`src/rtl/interrupt_ctrl_pkg.sv`:
```
// Shared CPU-side definitions: interrupt FSM encoding and the default source count.
package pkg_cpu;

  typedef enum logic [1:0] {
    IRQ_IDLE,
    IRQ_REQ,
    IRQ_SERVICE
  } IrqState;

  localparam int CPU_NUM_IRQ_SRC = 8;

endpackage

```
`src/rtl/irq_sync.sv`:
```
// Multi-flop synchroniser for asynchronous interrupt lines; all stages clear on reset.
module irq_sync #(
  parameter int WIDTH  = 8,
  parameter int STAGES = 2
) (
  input  logic             clk,
  input  logic             rst_n,
  input  logic [WIDTH-1:0] d_i,
  output logic [WIDTH-1:0] q_o
);

  logic [WIDTH-1:0] stage_q [STAGES];

  always_ff @(posedge clk or negedge rst_n) begin
    if (!rst_n) begin
      for (int s = 0; s < STAGES; s++) stage_q[s] <= '0;
    end else begin
      stage_q[0] <= d_i;
      for (int s = 1; s < STAGES; s++) stage_q[s] <= stage_q[s-1];
    end
  end

  assign q_o = stage_q[STAGES-1];

endmodule

```
`src/rtl/interrupt_ctrl.sv`:
```
// Interrupt controller: edge/level capture, mask, lowest-index priority, req/ack/done handshake.
// States: IRQ_IDLE = wait for eligible source | IRQ_REQ = request raised | IRQ_SERVICE = CPU servicing
module interrupt_ctrl
  import pkg_cpu::*;
#(
  parameter int NUM_SRC     = CPU_NUM_IRQ_SRC,
  parameter int SYNC_STAGES = 2
) (
  input  logic                       clk,
  input  logic                       rst_n,
  input  logic [NUM_SRC-1:0]         src_in,
  input  logic [NUM_SRC-1:0]         edge_mode,
  input  logic                       mask_wr_en,
  input  logic [NUM_SRC-1:0]         mask_wr_data,
  input  logic                       irq_ack,
  input  logic                       irq_done,
  output logic                       req_interrupt,
  output logic [$clog2(NUM_SRC)-1:0] irq_vector,
  output logic [NUM_SRC-1:0]         pending
);

  localparam int VEC_W = $clog2(NUM_SRC);

  function automatic logic [VEC_W-1:0] lowest_idx(input logic [NUM_SRC-1:0] vec);
    lowest_idx = '0;
    for (int i = NUM_SRC - 1; i >= 0; i--) begin
      if (vec[i]) lowest_idx = VEC_W'(i);
    end
  endfunction

  logic [NUM_SRC-1:0] sync;
  logic [NUM_SRC-1:0] sync_q;
  logic [NUM_SRC-1:0] pending_q, pending_d;
  logic [NUM_SRC-1:0] mask_q, mask_d;
  logic [NUM_SRC-1:0] eligible;
  logic [VEC_W-1:0]   vec_q, vec_d;
  logic               req_q;
  logic               ack_take;
  IrqState            state_q, state_d;

  irq_sync #(
    .WIDTH  (NUM_SRC),
    .STAGES (SYNC_STAGES)
  ) u_sync (
    .clk   (clk),
    .rst_n (rst_n),
    .d_i   (src_in),
    .q_o   (sync)
  );

  assign ack_take = (state_q == IRQ_REQ) && irq_ack;
  assign eligible = pending_q & ~mask_q;
  assign mask_d   = mask_wr_en ? mask_wr_data : mask_q;

  // A new rising edge outranks the ack clear so a back-to-back event is not lost.
  always_comb begin
    pending_d = pending_q;
    for (int i = 0; i < NUM_SRC; i++) begin
      if (edge_mode[i]) begin
        pending_d[i] = (sync[i] & ~sync_q[i]) |
                       (pending_q[i] & ~(ack_take && (vec_q == VEC_W'(i))));
      end else begin
        pending_d[i] = sync[i];
      end
    end
  end

  always_comb begin
    state_d = state_q;
    vec_d   = vec_q;
    case (state_q)
      IRQ_IDLE: begin
        if (|eligible) begin
          vec_d   = lowest_idx(eligible);
          state_d = IRQ_REQ;
        end
      end
      IRQ_REQ:     if (irq_ack)  state_d = IRQ_SERVICE;
      IRQ_SERVICE: if (irq_done) state_d = IRQ_IDLE;
      default:     state_d = IRQ_IDLE;
    endcase
  end

  always_ff @(posedge clk or negedge rst_n) begin
    if (!rst_n) begin
      state_q   <= IRQ_IDLE;
      vec_q     <= '0;
      req_q     <= 1'b0;
      sync_q    <= '0;
      pending_q <= '0;
      mask_q    <= '1;
    end else begin
      state_q   <= state_d;
      vec_q     <= vec_d;
      req_q     <= (state_d == IRQ_REQ);
      sync_q    <= sync;
      pending_q <= pending_d;
      mask_q    <= mask_d;
    end
  end

  assign req_interrupt = req_q;
  assign irq_vector    = vec_q;
  assign pending       = pending_q;

endmodule
```
`config.mk`:
```
export PLATFORM = sky130hd
export DESIGN_NAME = interrupt_ctrl
export DESIGN_NICKNAME = d
export VERILOG_FILES = /design/src/rtl/interrupt_ctrl_pkg.sv /design/src/rtl/irq_sync.sv /design/src/rtl/interrupt_ctrl.sv
export SDC_FILE = /design/constraint.sdc
export NUM_CORES = 1
export LEC_CHECK = 0
export CAP_MARGIN = 20
export CORE_ASPECT_RATIO = 1.4
export CORE_UTILIZATION = 45
export DETAILED_ROUTE_END_ITERATION = 6
export MAX_ROUTING_LAYER = met4
export PLACE_DENSITY_LB_ADDON = 0.12
export SLEW_MARGIN = 15
export SYNTH_ARGS = -nofsm -noshare
export SYNTH_HDL_FRONTEND = slang
export SYNTH_HIERARCHICAL = 1
export SYNTH_SLANG_ARGS = --single-unit
export TNS_END_PERCENT = 5
```
`constraint.sdc`:
```
create_clock -name clk -period 1.5 [get_ports clk]
set_input_delay 0.375 -clock clk [delete_from_list [all_inputs] [get_ports clk]]
set_output_delay 0.375 -clock clk [all_outputs]
set_load 0.02 [all_outputs]
```
**Word-level counts from Yosys, hierarchy flattened**

Index checks and enable logic that the tools add are counted.

- Equality and inequality tests: 10
- Multiplexer cells: 20
- Bitwise operators: 42
- Reduce and logical (&&, ||, !) cells: 13

Operators by type and width:

| kind | number |
|---|---|
| 3-bit 2-to-1 mux | 8 |
| 1-bit bitwise AND | 16 |
| 1-bit inverter | 16 |
| 3-bit equality test, second input constant | 4 |
| 1-bit logical AND | 9 |
| 8-bit bitwise AND | 1 |
| 1-bit 2-to-1 mux | 8 |
| 8-bit inverter | 1 |
| 1-bit OR | 8 |
| 8-bit OR reduction | 1 |
| 3-bit by 2-bit equality test with 1-bit output, second input constant | 2 |
| 2-bit 2-to-1 mux | 3 |
| 2-bit one-hot mux with 3 select lines | 1 |
| 2-bit by 1-bit equality test with 1-bit output, second input constant | 2 |
| 3-bit by 1-bit equality test with 1-bit output, second input constant | 1 |
| 3-bit logical NOT | 1 |
| 2-bit equality test, second input constant | 1 |
| 2-bit logical NOT | 1 |
| 2-bit AND reduction | 1 |

- Bits in registers: 46
- Output and inout bits: 12

**Logic depth before layout (Yosys ltp)**

Gate-level depths: netlist of run 1.

- Word-level depth: 10
- Depth in mapped cells: 4
- Depth with buffers taken out: 4

**Cells and area by module**

The synthesis of run 1 kept the hierarchy.

By module, submodules not included:

| module | times used | cells an instance | area each (um^2) | sequential area each (um^2) |
|---|---|---|---|---|
| interrupt_ctrl | 1 | 103 | 1270.0 | 760.7 |
| irq_sync | 1 | 24 | 460.4 | 400.4 |

**Worst setup path after synthesis of run 1**

Ideal clock, no wire load.

- Path kind: register -> register
- Start point: register mask_q[3]
- End point: register req_q, in the netlist req_interrupt
- Setup time: 0.134 ns
- Arrival time: 1.203 ns
- Data required time: 1.366 ns
- Path slack: 0.164 ns
- Stages on the path, launching flop included: 5
- Path buffers: 0
- Period minus slack after synthesis: 1.336 ns
- Cell sequence: dfstp_2 nand2b_1 o2111ai_2 nor4_2 a211oi_1

- Word-level cells in the longest chain between the ends: 6

Ends and longest elaborated chain:

| what | line | text |
|---|---|---|
| start, declared | interrupt_ctrl.sv:34 | `logic [NUM_SRC-1:0] mask_q, mask_d;` |
| start signal, assigned | interrupt_ctrl.sv:98 | `mask_q <= mask_d;` |
| 8-bit inverter | interrupt_ctrl.sv:52 | `assign eligible = pending_q & ~mask_q;` |
| 8-bit bitwise AND | interrupt_ctrl.sv:52 |  |
| 8-bit OR reduction | interrupt_ctrl.sv:73 | `if (\|eligible) begin` |
| 2-bit 2-to-1 mux | interrupt_ctrl.sv:73 |  |
| 2-bit one-hot mux with 3 select lines | interrupt_ctrl.sv:71 | `case (state_q)` |
| 2-bit by 1-bit equality test with 1-bit output | interrupt_ctrl.sv:95 | `req_q <= (state_d == IRQ_REQ);` |
| end signal, assigned | interrupt_ctrl.sv:95 |  |
| end, declared | interrupt_ctrl.sv:37 | `logic req_q;` |

Every way passes these cells.
A chain may end at the register's enable or synchronous reset.

**Final worst setup path of run 1**

- Start point: register pending_q[6], in the netlist pending[6]
- End point: output pending[6]

RTL lines:

| what | line | text |
|---|---|---|
| start, declared | interrupt_ctrl.sv:33 | `logic [NUM_SRC-1:0] pending_q, pending_d;` |
| start signal, assigned | interrupt_ctrl.sv:97 | `pending_q <= pending_d;` |
| end, declared | interrupt_ctrl.sv:19 | `output logic [NUM_SRC-1:0] pending` |

No word-level cell between the ends.

==> flow_summary.toml, run 1 <==
[power_and_ir_drop]
irDropWorstVdd_mv = 1.12
p_total_mw = 3.11
p_leak_nw = 0.964
powerDensity_mw_per_mm2 = 1380

[global_routing]
gr-total-overflow = 0
grt_pass1_wl_microns = 5110
grt_antenna_before_repair = 0
grt_pass1_vias = 1088
grt_max_degree = 30
grtUsageTotal = 0.192

[logic_synthesis]
syn_area_sq_mm = 0.00173
ys_warn_count = 6
synth-async-reset-ratio = 1.00
synth_compound_gate_area_share = 0.105
synthTopCellsByCount = "dfrtp_1 (38), nand2_1 (18)"
yosysSeqAreaShare = 0.671
ys_types = 27
yosysMostFrequentCell = "dfrtp_1"
ys_ff_latch = 46
synth-simple-area-share = 0.131
synth_area_leaders = "dfrtp_1 (55%), dfstp_2 (12%), mux2_2 (5.2%), a32o_1 (4.6%), nand2_1 (3.9%)"
yosysTopAreaCell = "dfrtp_1"
synth_flop_cell = "dfrtp_1"
synth.top_cell.area_share = 0.550
synthAdderAreaFrac = 0
synth_xor_xnor_area_share = 0
netlist_instances = 127
syn_nets = 156
synth_edf_count = 0
muxShareOfSynthArea = 0.0521
synth_area_per_cell_sq_um = 13.6
synth_top_family_by_area = "simple AND/OR/NAND/NOR gates"

[floorplanning]
num_rows = 26
die_x_microns = 54.4
die_h_microns = 75.4
start_util = 0.471
core-area_sq_mm = 0.00368
ioPinCount = 41
die_area_sq_mm = 0.00410

[worst_setup_path]
critPathSlowestCell = "dfrtp_1"
critPathBufInv = 1
required_ps = 1120
cp-start-kind = "flip-flop"
critPathMaxStageDelay_ps = 430
cp_max_fo = 4
cp-end-kind = "primary output"
critPathArrivalTime_ps = 1050
worst-path-stages = 1
critPathKind = "reg2out"
path_delay_family = "flip-flops"
crit_chain = "dlygate4sd2_1"
reg2regPathDepth = 4

[timing]
finalCriticalPeriod_ps = 1420
max_freq_ghz = 0.702
slew_viol_final = 0
finalSetupViolations = 0
worst_slew_pin_slew_ps = 357
setup_ws_ps = 75.0
slew_headroom = 0.761
fin_crit_sh = 0.950
finClkSkew_ps = 3.97
whs_ps = 35.1
rsz0062_at_grt = "no"
hold_viol = 0

[cts]
cts_sinks = 46
root_buffer = "clkbuf_8"
cts_tree = "done"
clkSlewWorstSetupHoldPaths_ps = 80
htree_num_levels = 2
clkLatencyLatePin_ps = 290
cts_buffers = 5
cts_max_path_buffers = 2

[placed_design]
dpl.hpwl_microns = 2520
placed_cells = 207
gp_congestion = 0.797
post_dp_cell_area_sq_mm = 0.00218
dp_slack_ps = -219
portBuffers = 40

[final_layout]
final_net_count = 201
antenna_cells = 0
syn2layout_area_growth_pct = 30.4
final_cells = 215
nFillCells = 334
final_area_sq_mm = 0.00226
final_layout_size_suffix_gt1_frac = 0.220

[run_status]
status = "finished clean"

[routing]
wirelength_microns = 3280
routedWlPerCell_microns = 15.2
drtIter0Drc = 21
vias = 1114
first_pass_iters = 4
ant_nets = 0
drt-vias-per-instance = 5.18
drc_errors = 0

[run]
cap_violations = 0

[hold_path]
hold_class = "in2async"
## kinds of logic (layout without fill, tap and decap cells)
logic type / after synthesis / in the layout
AO/OA/AOI/OAI: 22 / 22
buffers and inverters: 11 / 57
flip-flops: 46 / 46
multiplexers: 8 / 8
AND/OR/NAND/NOR: 40 / 40
## routing by layer
layer  routed length (microns)  global-route usage
met1                      1280               0.213
met2                      1760               0.314
met3                       155              0.0459
met4                        77              0.0969
met5                         0                   -
## metrics by stage
step,util,setup TNS (ps)
6_report,0.614,0
5_1_grt,0.614,0
4_1_cts,0.614,0
3_5_place_dp,0.593,-1460
3_3_place_gp,0.593,-1140
2_1_floorplan,-,0
## flip-flops by register name, summed over array words and instances, names as in the netlist
| name | cells |
|---|---|
| req_interrupt | 1 |
| sync_q | 8 |
| mask_q | 8 |
| state_q | 2 |
| u_sync/stage_q | 8 |
| irq_vector | 3 |
| pending | 8 |
| u_sync/q_o | 8 |
## power breakdown
group | internal [mW] | switching (mW)
Sequential | 1.41 | 0.118
Combinational | 0.386 | 0.443
Clock | 0.372 | 0.376
## cell usage in the layout (no fill, tap or decap)
cell             count
clkdlybuf4s50_1     27
clkinv_2             1
nor4_2               1
dlygate4sd2_1       12
o211ai_1             1
dfstp_2              8
buf_4                6
a22oi_1              1
inv_1                2
nand2b_2             1
buf_2                1
buf_12               1
o2111ai_2            1
a21oi_1              2
nor2_4               2
o21ai_0              3
clkbuf_1             1
nand3_1              3
dfrtp_1             38
a32o_1               8
o2bb2ai_1            1
a31o_2               1
a211oi_1             2
mux2_2               8
nand2b_1             6
nor2b_1              4
nand4_1              1
a31oi_1              1
clkbuf_8             6
nand3b_4             1
nor2_1               3
nand2_1             18
o31ai_1              1
## area by class of cell
type                       instances  area (sq um)  share of cell area
sequential                        46          1160               0.515
multi-input combinational         70           498               0.221
timing repair buffer              47           445               0.197
clock buffer                       7          86.3              0.0383
tap                               42          52.6              0.0233
inverter                           2          7.51             0.00333
clock inverter                     1          5.00             0.00222
## path summary, 6_finish.rpt
kind / from / endpoint / slack [ps]
setup / recovery: pending[6] / pending[6] / 80
hold / removal: rst_n / irq_vector[0] / 40
setup reg to reg: mask_q[2] / state_q[0] / 100
hold reg to reg: u_sync/stage_q[15] / u_sync/q_o[7] / 350
max in group asynchronous: rst_n / mask_q[1] / 1110
min in group clk: u_sync/stage_q[15] / u_sync/q_o[7] / 350
## what timing repair did
item / CTS / global route
buffers inserted: 0 / 0
hold buffers: 0 / 0
setup endpoints to repair: 12 / 3
pin swaps: 0 / 2
gates cloned: 0 / 0
gates resized for setup: 12 / 0
Note: power is estimated with default switching activity, not from simulation.
==> run 2, diff against run 1 <==
--- a/config.mk
+++ b/config.mk
@@ -9,6 +9,7 @@
 export CORE_ASPECT_RATIO = 1.4
 export CORE_UTILIZATION = 45
 export DETAILED_ROUTE_END_ITERATION = 6
+export GPL_TIMING_DRIVEN = 0
 export MAX_ROUTING_LAYER = met4
 export PLACE_DENSITY_LB_ADDON = 0.12
 export SLEW_MARGIN = 15
==> flow_summary.toml, run 2 (same netlist as run 1, synthesis figures left out) <==
[run_status]
status = "finished clean"

[timing]
rsz0062_at_grt = "no"
hold_viol = 0
fin_crit_sh = 0.964
finalSetupViolations = 0
finClkSkew_ps = 7.53
max_freq_ghz = 0.692
finalCriticalPeriod_ps = 1450
slew_viol_final = 0
worst_slew_pin_slew_ps = 513
whs_ps = 14.0
slew_headroom = 0.658

[floorplanning]
die_h_microns = 75.4
num_rows = 26
start_util = 0.471
die_area_sq_mm = 0.00410
die_x_microns = 54.4
ioPinCount = 41
core-area_sq_mm = 0.00368

[routing]
routedWlPerCell_microns = 14.9
ant_nets = 0
drt-vias-per-instance = 5.27
drc_errors = 0
first_pass_iters = 4
vias = 1143
wirelength_microns = 3240
drtIter0Drc = 21

[global_routing]
grtUsageTotal = 0.194
gr-total-overflow = 0
grt_max_degree = 30
grt_pass1_vias = 1163
grt_pass1_wl_microns = 5240
grt_antenna_before_repair = 0

[placed_design]
gp_congestion = 0.949
placed_cells = 209
post_dp_cell_area_sq_mm = 0.00219
dpl.hpwl_microns = 2390
portBuffers = 39

[worst_setup_path]
critPathKind = "reg2out"
cp_max_fo = 4
cp-start-kind = "flip-flop"
regToRegStartpoint = "mask_q[2]"
critPathArrivalTime_ps = 1070
required_ps = 1120
reg2regPathDepth = 4
critPathMaxStageDelay_ps = 420
regToRegSetupSlack_ps = 140
critPathSlowestCell = "dfrtp_1"
cp-end-kind = "primary output"
critPathBufInv = 1
crit_chain = "dlygate4sd2_1"
r2r_end = "irq_vector[0]"
path_delay_family = "flip-flops"
worst-path-stages = 1

[power_and_ir_drop]
irDropWorstVdd_mv = 0.899
switching_power_mw = 0.956
swShare = 0.299
p_leak_nw = 0.978
p_total_mw = 3.20
clkPwrFrac = 0.265
powerDensity_mw_per_mm2 = 1380
internal-power_mw = 2.24
pwr-share-seq = 0.500
p_comb_frac = 0.235

[final_layout]
final_cells = 217
final_layout_size_suffix_gt1_frac = 0.257
final_net_count = 203
antenna_cells = 0
multi_input_area_sq_um = 523
nFillCells = 299
seq_area_sq_mm = 0.00116
layout_commonest_cell = "dfrtp_1"
final_util = 0.629
syn2layout_area_growth_pct = 33.7
final_area_sq_mm = 0.00231
mostFrequentLayoutCells = "dfrtp_1 (36), clkdlybuf4s50_1 (26), nand2_1 (18)"

[cts]
clkLatencyLatePin_ps = 290
post_cts_buffers = 0
cts_tree = "done"
root_buffer = "clkbuf_8"
cts_sinks = 46
cts_max_path_buffers = 2
htree_num_levels = 2
cts_buffers = 5
hold_buffers = 0
clkSlewWorstSetupHoldPaths_ps = 80

[run]
cap_violations = 0

[hold_path]
hold_class = "in2async"
-- run 2: power by group through the flow --
| stage | clock network (mW) | logic (mW) | registers [mW] |
|---|---|---|---|
| 3_5_place_dp | 0 | 0.787 | 1.61 |
| 6_report | 0.846 | 0.751 | 1.60 |
| 5_1_grt | 0.937 | 0.830 | 1.62 |
| 2_1_floorplan | 0 | 0.360 | 1.66 |
| 3_3_place_gp | 0 | 0.761 | 1.60 |
| 4_1_cts | 0.888 | 0.737 | 1.59 |
-- run 2: worst max path at each step --
stage,start,end,slack [ps]
after global placement,rst_n,u_sync/stage_q[9],-1060
after floorplan,mask_q[3],req_interrupt,160
final,pending[6],pending[6],50
after global routing,irq_vector[2],irq_vector[2],0.3
after CTS,irq_vector[0],irq_vector[0],10
after detailed placement,irq_ack,pending[7],-220
-- run 2: stage by stage --
step           setup slack [ps]  TNS, ps
3_5_place_dp               -221    -1570
4_1_cts                    14.5        0
6_report                   54.6        0
2_1_floorplan               164        0
5_1_grt                   0.251        0
3_3_place_gp              -1060   -46700
-- run 2: cell type report --
class,count,share of cell area
Sequential cell,46,0.503
Multi-Input combinational cell,70,0.226
Buffer,9,0.0276
Clock buffer,8,0.0476
Inverter,2,0.00324
Tap cell,42,0.0227
Timing Repair Buffer,40,0.170
-- run 2: what timing repair did --
item	CTS	global route
setup endpoints to repair	13	5
pin swaps	1	1
gates resized for setup	14	6
-- run 2: layer usage --
| layer | vias up | track usage | share of wire |
|---|---|---|---|
| met5 | - | - | 0 |
| met2 | 29 | 0.305 | 0.52 |
| met1 | 570 | 0.216 | 0.41 |
| met4 | 0 | 0.111 | 0.021 |
| met3 | 6 | 0.0539 | 0.048 |
| li1 | 538 | - | - |
==> run 3, diff against run 2 <==
--- a/config.mk
+++ b/config.mk
@@ -12,6 +12,7 @@
 export GPL_TIMING_DRIVEN = 0
 export MAX_ROUTING_LAYER = met4
 export PLACE_DENSITY_LB_ADDON = 0.12
+export SKIP_LAST_GASP = 1
 export SLEW_MARGIN = 15
 export SYNTH_ARGS = -nofsm -noshare
 export SYNTH_HDL_FRONTEND = slang
==> flow_summary.toml, run 3 (same netlist as run 1, synthesis figures left out) <==
[timing]
max_freq_ghz = 0.591
finalSetupViolations = 10
hold_viol = 0
slew_viol_final = 0
finClkSkew_ps = 7.64
slew_headroom = 0.663
finalCriticalPeriod_ps = 1690
rsz0062_at_grt = "yes"
fin_crit_sh = 1.13
setup_ws_ps = -192
fin_tns_setup_ps = -1290
worst_slew_pin_slew_ps = 506

[global_routing]
gr-total-overflow = 0
grt_pass1_wl_microns = 5260
grtUsageTotal = 0.194
grt_antenna_before_repair = 0
grt_pass1_vias = 1169
grt_max_degree = 30

[power_and_ir_drop]
irDropWorstVdd_mv = 0.876
p_leak_nw = 0.979
p_total_mw = 3.19
powerDensity_mw_per_mm2 = 1390

[placed_design]
portBuffers = 39
gp_congestion = 0.949
dpl.hpwl_microns = 2390
post_dp_cell_area_sq_mm = 0.00219
dp_slack_ps = -221

[floorplanning]
die_area_sq_mm = 0.00410
core-area_sq_mm = 0.00368
ioPinCount = 41
die_x_microns = 54.4
start_util = 0.471
num_rows = 26
die_h_microns = 75.4

[cts]
cts_max_path_buffers = 2
cts_sinks = 46
cts_tree = "done"
hold_buffers = 0
cts_buffers = 5
clkSlewWorstSetupHoldPaths_ps = 80
htree_num_levels = 2
clkLatencyLatePin_ps = 290
root_buffer = "clkbuf_8"

[final_layout]
nFillCells = 301
layout_commonest_cell = "dfrtp_1"
final_net_count = 203
final_area_sq_mm = 0.00230
syn2layout_area_growth_pct = 32.8
mostFrequentLayoutCells = "dfrtp_1 (38), clkdlybuf4s50_1 (34), nand2_1 (18)"
antenna_cells = 0
final_layout_size_suffix_gt1_frac = 0.234

[worst_setup_path]
critPathBufInv = 1
critPathSlowestCell = "clkdlybuf4s50_1"
critPathKind = "reg2out"
cp_max_fo = 4
critPathArrivalTime_ps = 1320
worstSetupStartpoint = "pending[2]"
critPathMaxStageDelay_ps = 620
required_ps = 1120
cp-end-kind = "primary output"
regToRegStartpoint = "mask_q[3]"
crit_chain = "clkdlybuf4s50_1"
cp-start-kind = "flip-flop"
path_delay_family = "buffers and inverters"

[routing]
drt-vias-per-instance = 5.18
drc_errors = 0
vias = 1124
first_pass_iters = 4
wirelength_microns = 3220
drtIter0Drc = 25
routedWlPerCell_microns = 14.8
ant_nets = 0

[run]
cap_violations = 0

[run_status]
violations = "setup timing"
status = "finished, violations left"

[hold_path]
hold_class = "in2async"
[run 3: layout make-up]
class,count,area [sq um],share of cell area
sequential,46,1160,0.505
multi-input combinational,70,498,0.217
timing repair buffer,40,404,0.176
clock buffer,8,110,0.0479
buffer,9,63.8,0.0278
tap,42,52.6,0.0229
inverter,2,7.51,0.00327
[run 3: worst paths after layout]
check	end	slack (ps)	cells after the start
setup / recovery	pending[2]	-190	1
min in group clk	u_sync/q_o[6]	350	0
hold reg to reg	u_sync/q_o[6]	350	0
setup reg to reg	state_q[0]	10	4
max in group asynchronous	mask_q[1]	910	2
hold / removal	u_sync/q_o[2]	10	1
[run 3: per-layer routing]
layer | GRT usage | part of all wire
met1 | 0.217 | 0.41
met2 | 0.305 | 0.52
met3 | 0.0539 | 0.049
met4 | 0.111 | 0.021
met5 | - | 0
[run 3: timing repair]
| action | CTS | global route |
|---|---|---|
| hold endpoints to repair | 0 | 0 |
| resized for setup | 3 | 1 |
| buffers inserted | 0 | 0 |
| endpoints found under the setup margin | 13 | 14 |
[run 3: report_power, final]
part           leakage, nW  internal (mW)  total (mW)  switching (mW)
combinational        0.394          0.373       0.760           0.386
clock               0.0575          0.465       0.847           0.383
sequential           0.527           1.41        1.58           0.169
total                0.979           2.25        3.19           0.938
[run 3: through the flow]
step,std cells,utilization,hold slack (ps)
6_report,217,0.625,13.1
3_3_place_gp,208,0.591,334
4_1_cts,217,0.624,9.16
5_1_grt,217,0.625,32.6
2_1_floorplan,127,-,79.4
3_5_place_dp,209,0.595,336
